## config.mk

```make
export PLATFORM = sky130hd
export DESIGN_NAME = txt_console_writer
export DESIGN_NICKNAME = d
export VERILOG_FILES = /design/src/rtl/txt_console_writer.sv
export SDC_FILE = /design/constraint.sdc
export NUM_CORES = 1
export LEC_CHECK = 0
export BUFFER_PORTS_ARGS = -buffer_cell sky130_fd_sc_hd__buf_2
export CORE_MARGIN = 2
export CORE_UTILIZATION = 40
export DETAILED_ROUTE_END_ITERATION = 6
export PLACE_DENSITY = 0.55
export SYNTH_ARGS = -nofsm -noshare
export SYNTH_HDL_FRONTEND = slang
export SYNTH_SLANG_ARGS = --single-unit
```

## constraint.sdc

```tcl
create_clock -name clk -period 8.64 [get_ports clk]
set_clock_uncertainty 0.05 [all_clocks]
set_input_delay 0 -clock clk [delete_from_list [all_inputs] [get_ports clk]]
set_output_delay 0 -clock clk [all_outputs]
set_load 0.005 [all_outputs]
```

## src/rtl/txt_console_writer.sv

```systemverilog
// Turns a CPU byte stream into text-mode display-memory writes at a tracked cursor.
// Define TXT_CONSOLE_TAB_EN to honour TAB (0x09) as an 8-column tab stop; otherwise it is dropped.
module txt_console_writer #(
    parameter int unsigned COLS  = 40,
    parameter int unsigned ROWS  = 30,
    parameter logic [7:0]  BLANK = 8'h20
) (
    input  logic        clk,
    input  logic        reset,
    input  logic [7:0]  char_data,
    input  logic        char_valid,
    output logic        char_ready,
    output logic        wr_en,
    output logic [11:0] wr_addr,
    output logic [7:0]  wr_data,
    output logic [5:0]  cursor_col,
    output logic [4:0]  cursor_row,
    output logic        busy
);

    localparam logic [1:0] ST_IDLE     = 2'd0;
    localparam logic [1:0] ST_CLR_LINE = 2'd1;
    localparam logic [1:0] ST_CLR_SCR  = 2'd2;

    localparam logic [5:0]  LAST_COL = 6'(COLS - 1);
    localparam logic [4:0]  LAST_ROW = 5'(ROWS - 1);
    localparam logic [12:0] LINE_LEN = 13'(COLS);
    localparam logic [12:0] SCR_LEN  = 13'(COLS * ROWS);

    // Row start address; the default 40-column geometry uses row*32 + row*8.
    function automatic logic [11:0] row_base(input logic [4:0] r);
        logic [11:0] rw;
        rw = {7'd0, r};
        if (COLS == 40) return (rw << 5) + (rw << 3);
        else return rw * 12'(COLS);
    endfunction

    logic [1:0]  state_q, state_d;
    logic [12:0] cnt_q, cnt_d;
    logic [5:0]  col_q, col_d;
    logic [4:0]  row_q, row_d;
    logic        wr_en_q, wr_en_d;
    logic [11:0] wr_addr_q, wr_addr_d;
    logic [7:0]  wr_data_q, wr_data_d;
    logic        ready_q, ready_d;
    logic        busy_q;

    logic [11:0] cur_addr;
    logic [4:0]  next_row;
    logic        printable;
    logic        line_adv;

    assign cur_addr  = row_base(row_q) + {6'd0, col_q};
    assign next_row  = (row_q == LAST_ROW) ? 5'd0 : row_q + 5'd1;
    assign printable = (char_data >= 8'h20) && (char_data <= 8'h7E);

`ifdef TXT_CONSOLE_TAB_EN
    logic [6:0] tab_col;
    assign tab_col = ({1'b0, col_q} | 7'd7) + 7'd1;
`endif

    always_comb begin
        state_d   = state_q;
        cnt_d     = cnt_q;
        col_d     = col_q;
        row_d     = row_q;
        wr_en_d   = 1'b0;
        wr_addr_d = wr_addr_q;
        wr_data_d = wr_data_q;
        ready_d   = ready_q;
        line_adv  = 1'b0;
        case (state_q)
            ST_IDLE: begin
                ready_d = 1'b1;
                if (char_valid && ready_q) begin
                    if (printable) begin
                        wr_en_d   = 1'b1;
                        wr_addr_d = cur_addr;
                        wr_data_d = char_data;
                        if (col_q == LAST_COL) begin
                            // Character lands first; the new row is blanked on following cycles.
                            col_d   = 6'd0;
                            row_d   = next_row;
                            cnt_d   = 13'd0;
                            state_d = ST_CLR_LINE;
                            ready_d = 1'b0;
                        end else begin
                            col_d = col_q + 6'd1;
                        end
                    end else begin
                        case (char_data)
                            8'h0D: col_d = 6'd0;
                            8'h0A: line_adv = 1'b1;
                            8'h08: begin
                                if (col_q != 6'd0) begin
                                    col_d     = col_q - 6'd1;
                                    wr_en_d   = 1'b1;
                                    wr_addr_d = cur_addr - 12'd1;
                                    wr_data_d = BLANK;
                                end
                            end
                            8'h0C: begin
                                col_d     = 6'd0;
                                row_d     = 5'd0;
                                wr_en_d   = 1'b1;
                                wr_addr_d = 12'd0;
                                wr_data_d = BLANK;
                                cnt_d     = 13'd1;
                                state_d   = ST_CLR_SCR;
                                ready_d   = 1'b0;
                            end
`ifdef TXT_CONSOLE_TAB_EN
                            8'h09: begin
                                if (tab_col >= 7'(COLS)) line_adv = 1'b1;
                                else col_d = tab_col[5:0];
                            end
`endif
                            default: ;
                        endcase
                    end
                end
                // No character write of its own, so the first blank goes out right away.
                if (line_adv) begin
                    col_d     = 6'd0;
                    row_d     = next_row;
                    wr_en_d   = 1'b1;
                    wr_addr_d = row_base(next_row);
                    wr_data_d = BLANK;
                    cnt_d     = 13'd1;
                    state_d   = ST_CLR_LINE;
                    ready_d   = 1'b0;
                end
            end
            ST_CLR_LINE: begin
                if (cnt_q == LINE_LEN) begin
                    state_d = ST_IDLE;
                    ready_d = 1'b1;
                end else begin
                    wr_en_d   = 1'b1;
                    wr_addr_d = row_base(row_q) + cnt_q[11:0];
                    wr_data_d = BLANK;
                    cnt_d     = cnt_q + 13'd1;
                end
            end
            ST_CLR_SCR: begin
                if (cnt_q == SCR_LEN) begin
                    state_d = ST_IDLE;
                    ready_d = 1'b1;
                    col_d   = 6'd0;
                    row_d   = 5'd0;
                end else begin
                    wr_en_d   = 1'b1;
                    wr_addr_d = cnt_q[11:0];
                    wr_data_d = BLANK;
                    cnt_d     = cnt_q + 13'd1;
                end
            end
            default: begin
                state_d = ST_CLR_SCR;
                cnt_d   = 13'd0;
                ready_d = 1'b0;
            end
        endcase
    end

    always_ff @(posedge clk) begin
        if (reset) begin
            state_q   <= ST_CLR_SCR;
            cnt_q     <= 13'd0;
            col_q     <= 6'd0;
            row_q     <= 5'd0;
            wr_en_q   <= 1'b0;
            wr_addr_q <= 12'd0;
            wr_data_q <= 8'd0;
            ready_q   <= 1'b0;
            busy_q    <= 1'b1;
        end else begin
            state_q   <= state_d;
            cnt_q     <= cnt_d;
            col_q     <= col_d;
            row_q     <= row_d;
            wr_en_q   <= wr_en_d;
            wr_addr_q <= wr_addr_d;
            wr_data_q <= wr_data_d;
            ready_q   <= ready_d;
            busy_q    <= ~ready_d;
        end
    end

    assign char_ready = ready_q;
    assign busy       = busy_q;
    assign wr_en      = wr_en_q;
    assign wr_addr    = wr_addr_q;
    assign wr_data    = wr_data_q;
    assign cursor_col = col_q;
    assign cursor_row = row_q;

endmodule

```

==> results of run 1 <==
==> routing by layer <==
layer	part of all wire (%)	track usage [%]
met1	46	29.9
met4	1.3	5.31
met5	0	0
met2	48	39.1
met3	4.1	2.69
==> how the worst max path moves through the flow <==
stage | start | endpoint | cells after the start
final | char_data[6] | wr_data[6]$_SDFFE_PP0P_ | 9
after CTS | char_data[6] | wr_data[6]$_SDFFE_PP0P_ | 9
after detailed placement | cursor_row[0]$_SDFFE_PP0P_ | wr_addr[10]$_SDFFE_PP0P_ | 10
after floorplan | cursor_row[1]$_SDFFE_PP0P_ | wr_addr[9]$_SDFFE_PP0P_ | 12
after global placement | cursor_row[0]$_SDFFE_PP0P_ | wr_addr[10]$_SDFFE_PP0P_ | 10
after global routing | char_data[6] | wr_data[6]$_SDFFE_PP0P_ | 9
==> state kept, by name, summed over array words and instances, names as in the netlist <==
name        count
state_q         2
cursor_row      5
wr_addr        12
wr_data         8
busy            1
cursor_col      6
wr_en           1
char_ready      1
cnt_q          13
==> cell type report <==
| class | instances | area [um2] |
|---|---|---|
| Clock buffer | 5 | 68.8 |
| Clock inverter | 3 | 65.1 |
| Fill cell | 1034 | 5230 |
| Inverter | 22 | 82.6 |
| Multi-Input combinational cell | 431 | 2830 |
| Sequential cell | 49 | 981 |
| Tap cell | 133 | 166 |
| Timing Repair Buffer | 53 | 305 |
==> what timing repair did <==
action,4_1_cts,5_1_grt
endpoints found under the hold margin,6,0
resized for setup,0,0
hold buffers,7,0
==> critical path, cell delays in order <==
cell	delay (ns)
dlygate4sd3_1	0.53
buf_2	0.15
or4b_4	0.54
or4_1	0.68
and2_4	0.26
a2111oi_4	0.96
nand4_1	0.19
dlygate4sd3_1	0.61
a21oi_1	0.14
==> stage by stage <==
stage	cells	area (um2)	setup WS, ns
after floorplan	529	4000	5.54
after global placement	681	4300	5.07
after detailed placement	681	4300	5.10
after CTS	696	4500	4.83
after global routing	696	4500	4.65
final	696	4500	4.78
==> power groups by stage <==
| stage | logic, mW | registers (mW) | clock network, mW |
|---|---|---|---|
| final | 0.0384 | 0.230 | 0.199 |
| after global routing | 0.0423 | 0.231 | 0.214 |
| after CTS | 0.0379 | 0.230 | 0.206 |
| after detailed placement | 0.0357 | 0.236 | 0 |
| after global placement | 0.0353 | 0.235 | 0 |
| after floorplan | 0.0240 | 0.235 | 0 |
==> cells in the final DEF, fill, tap and decap left out, drive strengths merged, types with 6 or more instances in the layout <==
cell type | synthesis | layout
nand2 | 53 | 53
nor2 | 50 | 50
dfxtp | 49 | 49
buf | 4 | 46
a21oi | 44 | 44
ha | 28 | 28
nand3 | 27 | 27
o21ai | 26 | 26
inv | 22 | 22
nor3 | 22 | 22
xnor2 | 13 | 13
a22oi | 12 | 12
a31oi | 12 | 12
or3 | 9 | 9
and3 | 8 | 8
a221oi | 8 | 8
a21o | 7 | 7
dlygate4sd3 | 0 | 7
and2 | 7 | 7
nor4 | 7 | 7
nand2b | 6 | 6
o21a | 6 | 6
xor2 | 6 | 6
==> kinds of logic (layout without fill, tap and decap cells) <==
logic type | after synthesis | in the layout | synth area share (%)
mux | 5 | 5 | 1.28
buf+inv | 49 | 83 | 4.72
compound gates | 156 | 156 | 26.3
fa+ha+maj | 32 | 32 | 10.8
simple gates | 219 | 219 | 28.3
flops | 49 | 49 | 24.5
xor+xnor | 19 | 19 | 4.16
==> results.txt, run 1 <==
----------------------------------------------------
[Status]
  Result of the run ... finished, final reports clean

[Routing]
  Iteration-0 DRC count of the detailed router ... 235
  Total via count in the routed design ... 4,115
  Aggregate routed wire length ... 12.3 mm
  First drt pass iteration count ... 5
  Ratio of routed vias to standard cells ... 5.91
  Post-DR wirelength/cell ... 17.7 um
  Antenna-violating nets left ... 0
  Remaining DRCs ... 0

[STA]
  Worst Tran Pin Value ... 1.06 ns
  Setup repair after global routing missed its margin ... no
  Final min period ... 3.86 ns
  Headroom to the max-slew limit ... 29.3%
  Count of endpoints failing setup in the final report ... 0
  Achievable Freq ... 259 MHz
  Fin Setup TNS ... 0 ns
  Post-route fraction of the period consumed by the critical path ... 44.7%
  Slew Limit Fails ... 0
  Worst Hold Margin ... 0.0153 ns
  Total count of hold-check failures in the final report ... 0

[Power]
  Peak ir drop on the vdd network ... 0.0690 mV
  Power per cell area ... 104 nW/um2
  Logic pwr share ... 8.2%
  Switching power ... 0.110 mW
  Sequential power share ... 49.2%
  Switching part of the total power ... 23.5%
  Int Pwr ... 0.358 mW
  Leakage power of the design ... 1.97 nW
  Clk pwr share ... 42.6%
  Total power consumption of the routed design ... 0.468 mW

[Worst hold path]
  Type of the tightest min-delay check ... in2reg
  Worst Hold End ... wr_data[5]$_SDFFE_PP0P_
  Hold depth ... 3
  Hold path startpoint ... char_data[5]

[Worst setup path]
  Critical Path Start Type ... input port
  Category of the critical setup timing path ... in2reg
  Critical path data arrival time ... 4.06 ns
  Kind of end point of the critical path ... register
  Required time of the critical path ... 8.84 ns
  Worst reg2reg startpoint ... cursor_row[0]$_SDFFE_PP0P_
  Depth of the most critical reg-to-reg path ... 10
  Maximum fanout along the worst path ... 16
  Flop-to-flop setup slack ... 5.01 ns
  Endpoint of the most critical register-to-register path ... wr_addr[10]$_SDFFE_PP0P_

[Placed design]
  Placed wire-length estimate after detailed placement ... 8.93 mm
  Final RePlAce weighted congestion ... 0.902
  Count of input and output buffers ... 44

[Final layout]
  Growth of design area from synthesis to finish ... 12.5%
  Antenna diode count ... 0
  Final core utilization ... 46.3%
  Fraction of final layout cells sized beyond drive strength 1 ... 11.9%
  Final net count ... 605

[Floorplanning]
  Die outline area ... 10,800 um2
  Site Rows ... 36
  Vertical die dimension ... 104 um
  Initial standard-cell utilization of the core ... 41.2%
  Number of top-level pins ... 45
  Core Footprint ... 9730 um2
  Horizontal die dimension ... 104 um

[Synthesis]
  Mapped cell area ... 4000 um2
  FF+latch count, synth ... 49
  Seq/Total Area, Yosys ... 24.5%
  Post-Syn Nets ... 572
  Post-Syn Area per Cell ... 7.57 um2
  Largest area contributor in the synthesized netlist ... dfxtp_1
  Yosys warns ... 0
  Number of distinct standard cells referenced by the synthesized netlist ... 67
  Number of flops mapped to enable cells by yosys ... 0
  Cell types with the largest area share after synthesis ... dfxtp_1 25%, ha_1 8.8%, a21oi_1 5.5%
  Most repeated cell in the gate-level netlist after synthesis ... nand2_1
  Leading register cell type out of synthesis ... dfxtp_1
  Top cell type's share of synthesized area ... 24.5%
  List of most frequent post-synthesis cells ... 53 x nand2_1, 50 x nor2_1, 49 x dfxtp_1
  Count of mapped cells out of synthesis ... 529
  Async set-or-reset flop fraction in the synthesized netlist ... 0%

[Global route]
  Leftover overflow at the end of global routing ... 0
  Global-route usage over all layers ... 22.5%
  Antenna violations before repair ... 0
  Maximum number of pins on one net before global-route repair ... 37
  Number of global-route vias before repair ... 3,808
  Wire length of the first global-routing pass ... 19.8 mm

[Clock tree]
  Clock tree buffer depth ... 2
  Htree depth ... 2
  Total CTS buffers ... 5
  Root Buffer Master ... clkbuf_8
  Number of clock sinks seen by CTS ... 49
  Clock-pin slew reported for the worst setup and hold paths after clock tree synthesis ... 0.09 ns
  TritonCTS clock tree ... done
  # Post-CTS Setup Buffers ... 0
  Clock network latency to the later pin of the worst-skew pair ... 0.32 ns

[Job]
  Max-cap violations ... 0

----------------------------------------------------
(Power assumes the default switching activity.)
==> inputs of run 2 (changes only) <==
--- a/config.mk
+++ b/config.mk
@@ -5,11 +5,12 @@
 export SDC_FILE = /design/constraint.sdc
 export NUM_CORES = 1
 export LEC_CHECK = 0
+export ABC_AREA = 1
 export BUFFER_PORTS_ARGS = -buffer_cell sky130_fd_sc_hd__buf_2
 export CORE_MARGIN = 2
 export CORE_UTILIZATION = 40
 export DETAILED_ROUTE_END_ITERATION = 6
-export PLACE_DENSITY = 0.55
+export PLACE_DENSITY = 0.57
 export SYNTH_ARGS = -nofsm -noshare
 export SYNTH_HDL_FRONTEND = slang
 export SYNTH_SLANG_ARGS = --single-unit
==> constraint.sdc (replaced) <==
create_clock -name clk -period 3.3 [get_ports clk]
set_clock_uncertainty 0.05 [all_clocks]
set_input_delay 0 -clock clk [delete_from_list [all_inputs] [get_ports clk]]
set_output_delay 0 -clock clk [all_outputs]
set_load 0.005 [all_outputs]
==> run 2 against run 1 <==
Setup slack worse by 4.4 ns; synthesized area up 3.0%; total power rose to 5.4 times the previous value; hold slack better by 0.098 ns; largest cell class unchanged; combinational power rose to 34 times the previous value; global-route usage down 0.086 points; highest routed layer unchanged; non-clock buffer count up 3; critical path type is now reg2reg; first-iteration DRC count up 12%; cell count up 20%.
==> results.txt, run 2 <==
----------------------------------------------------
[Worst setup path]
  Category of the critical setup timing path ... reg2reg
  Required time of the critical path ... 3.51 ns
  Critical Path Start Type ... register
  Maximum fanout along the worst path ... 11
  Kind of end point of the critical path ... register
  Critical path data arrival time ... 3.14 ns

[Synthesis]
  Largest area contributor in the synthesized netlist ... dfxtp_1
  Number of distinct standard cells referenced by the synthesized netlist ... 44
  Most repeated cell in the gate-level netlist after synthesis ... nand2_1
  Leading register cell type out of synthesis ... dfxtp_1
  Post-Syn Nets ... 693
  Mapped cell area ... 4120 um2
  Async set-or-reset flop fraction in the synthesized netlist ... 0%
  Post-Syn Area per Cell ... 6.34 um2
  Number of flops mapped to enable cells by yosys ... 0
  FF+latch count, synth ... 49
  List of most frequent post-synthesis cells ... 148 x nand2_1, 80 x inv_1, 68 x nor2_1
  Seq/Total Area, Yosys ... 23.8%
  Yosys warns ... 0
  Cell types with the largest area share after synthesis ... dfxtp_1 24%, nand2_1 13%, ha_1 8.5%
  Count of mapped cells out of synthesis ... 650
  Top cell type's share of synthesized area ... 23.8%

[Power]
  Peak ir drop on the vdd network ... 0.326 mV
  Leakage power of the design ... 2.24 nW
  Power per cell area ... 550 nW/um2

[Final layout]
  Antenna diode count ... 0
  Largest reg by FF count ... cnt_q
  Final net count ... 741
  Fraction of final layout cells sized beyond drive strength 1 ... 12.2%
  Highest-count cells in the layout ignoring fill and taps ... 148 x nand2_1, 80 x inv_1, 68 x nor2_1, 67 x nand3_1, 58 x a21oi_1
  Growth of design area from synthesis to finish ... 12.3%
  Final cell count without fillers ... 835
  Flip-flop count of the largest register, all copies and words added ... 13
  Commonest non-fill, non-tap cell in the layout ... nand2_1

[Floorplanning]
  Initial standard-cell utilization of the core ... 40.5%
  Vertical die dimension ... 106 um
  Site Rows ... 37
  Horizontal die dimension ... 106 um
  Die outline area ... 11,100 um2
  Core Footprint ... 10,200 um2
  Number of top-level pins ... 45

[Global route]
  Number of global-route vias before repair ... 4,149
  Met2 Use GR ... 40.5%
  Gr busiest metal ... met2
  Wire length of the first global-routing pass ... 20.0 mm
  Met1 Track Usage GR ... 28.7%
  Maximum number of pins on one net before global-route repair ... 25
  Global-route usage over all layers ... 22.5%
  Antenna violations before repair ... 0
  Met3 capacity usage during global routing ... 2.41%
  Leftover overflow at the end of global routing ... 0

[Routing]
  Post-DR wirelength/cell ... 15.0 um
  First drt pass iteration count ... 5
  Antenna-violating nets left ... 0
  Ratio of routed vias to standard cells ... 5.21
  Total via count in the routed design ... 4,348
  Aggregate routed wire length ... 12.5 mm
  Iteration-0 DRC count of the detailed router ... 264
  Remaining DRCs ... 0

[Clock tree]
  Clock network latency to the later pin of the worst-skew pair ... 0.33 ns
  TritonCTS clock tree ... done
  Clock tree buffer depth ... 2
  Total CTS buffers ... 5
  Clock-pin slew reported for the worst setup and hold paths after clock tree synthesis ... 0.11 ns
  Root Buffer Master ... clkbuf_8
  Htree depth ... 2
  Number of clock sinks seen by CTS ... 49
  PostCTS Resize Cnt ... 0

[STA]
  Setup repair after global routing missed its margin ... no
  Slew Limit Fails ... 0
  Headroom to the max-slew limit ... 51.7%
  Post-route fraction of the period consumed by the critical path ... 88.8%
  Worst Tran Pin Value ... 0.724 ns
  Achievable Freq ... 341 MHz
  Final min period ... 2.93 ns
  Fin Setup TNS ... 0 ns
  Total count of hold-check failures in the final report ... 0
  Count of endpoints failing setup in the final report ... 0
  Worst Slack Setup Final ... 0.368 ns

[Placed design]
  Final RePlAce weighted congestion ... 0.913
  Count of placed standard cells including taps ... 820
  Placed wire-length estimate after detailed placement ... 9.54 mm
  Pre-CTS worst setup slack ... 0.399 ns
  Count of input and output buffers ... 44

[Worst hold path]
  Type of the tightest min-delay check ... in2reg

[Status]
  Result of the run ... finished, final reports clean

[Job]
  Max-cap violations ... 0

----------------------------------------------------
run 2: cell types whose count changed in the layout (fill, tap and decap cells not counted), moves of 12 or more:
cell	change
a21oi_1	+14
nor2_1	+18
nand2_1	+95
inv_1	+58
a22oi_1	-12
nand3_1	+40
run 2: critical path: stages, from the launching register on:
cell and delay [ns]:
dfxtp_1 0.69, ha_1 0.33, nand3_1 0.10, nand4_1 0.13, nand2_1 0.16, inv_1 0.09, ha_1 0.35, nand2_1 0.09
o21a_1 0.20, nand3_1 0.08, nand2_1 0.04, o21ai_0 0.18, inv_1 0.10, nor2_1 0.11, nand2_1 0.06, a21oi_1 0.11
run 2: kinds of logic (layout without fill, tap and decap cells):
kind of cell | count (synthesis) | count (layout) | synth area share [%]
compound gates | 124 | 124 | 17.0
simple gates | 331 | 331 | 35.8
fa+ha+maj | 32 | 32 | 10.4
xor+xnor | 12 | 12 | 2.55
buf+inv | 102 | 151 | 10.4
flops | 49 | 49 | 23.8
run 2: repair_timing:
action | 4_1_cts | 5_1_grt
endpoints found under the hold margin | 7 | 0
setup buffers | 0 | 0
hold buffers | 7 | 0
endpoints found under the setup margin | 0 | 0
run 2: metal layers:
layer	routed length (um)	up-vias
met5	0	-
met1	5960	2007
met3	341	12
li1	-	2250
met4	173	0
met2	6060	79
run 2: area by class of cell:
type / count / area [um2]
fillers: 1130 / 5560
multi-input cells: 499 / 2710
flip-flops and latches: 49 / 981
repair buffers: 56 / 328
inverters: 87 / 327
well taps: 136 / 170
clock buffers: 6 / 72.6
clock inverters: 2 / 38.8
run 2: final timing paths:
path | start | endpoint | slack [ns] | cells after the start
max | cursor_row[1]$_SDFFE_PP0P_ | wr_addr[10]$_SDFFE_PP0P_ | 0.37 | 15
min | reset | wr_addr[9]$_SDFFE_PP0P_ | 0.11 | 3
max reg2reg | cursor_row[1]$_SDFFE_PP0P_ | wr_addr[10]$_SDFFE_PP0P_ | 0.37 | 15
min reg2reg | wr_data[2]$_SDFFE_PP0P_ | wr_data[2]$_SDFFE_PP0P_ | 0.42 | 2
run 2: stage by stage:
stage               hold WS, ns  total power, mW  utilization, %  area [um2]
floorplan                0.0230             1.74               -        4120
global placement          0.236             2.07            43.7        4450
detailed placement        0.234             2.08            43.7        4450
CTS                       0.106             2.56            45.5        4630
global route              0.126             2.76            45.5        4630
finish                    0.114             2.55            45.5        4630
run 2: power by group:
group	switching [mW]	total (mW)	internal (mW)
Sequential	0.0921	0.783	0.691
Clock	0.230	0.459	0.228
Combinational	0.852	1.30	0.452
Total	1.17	2.55	1.37
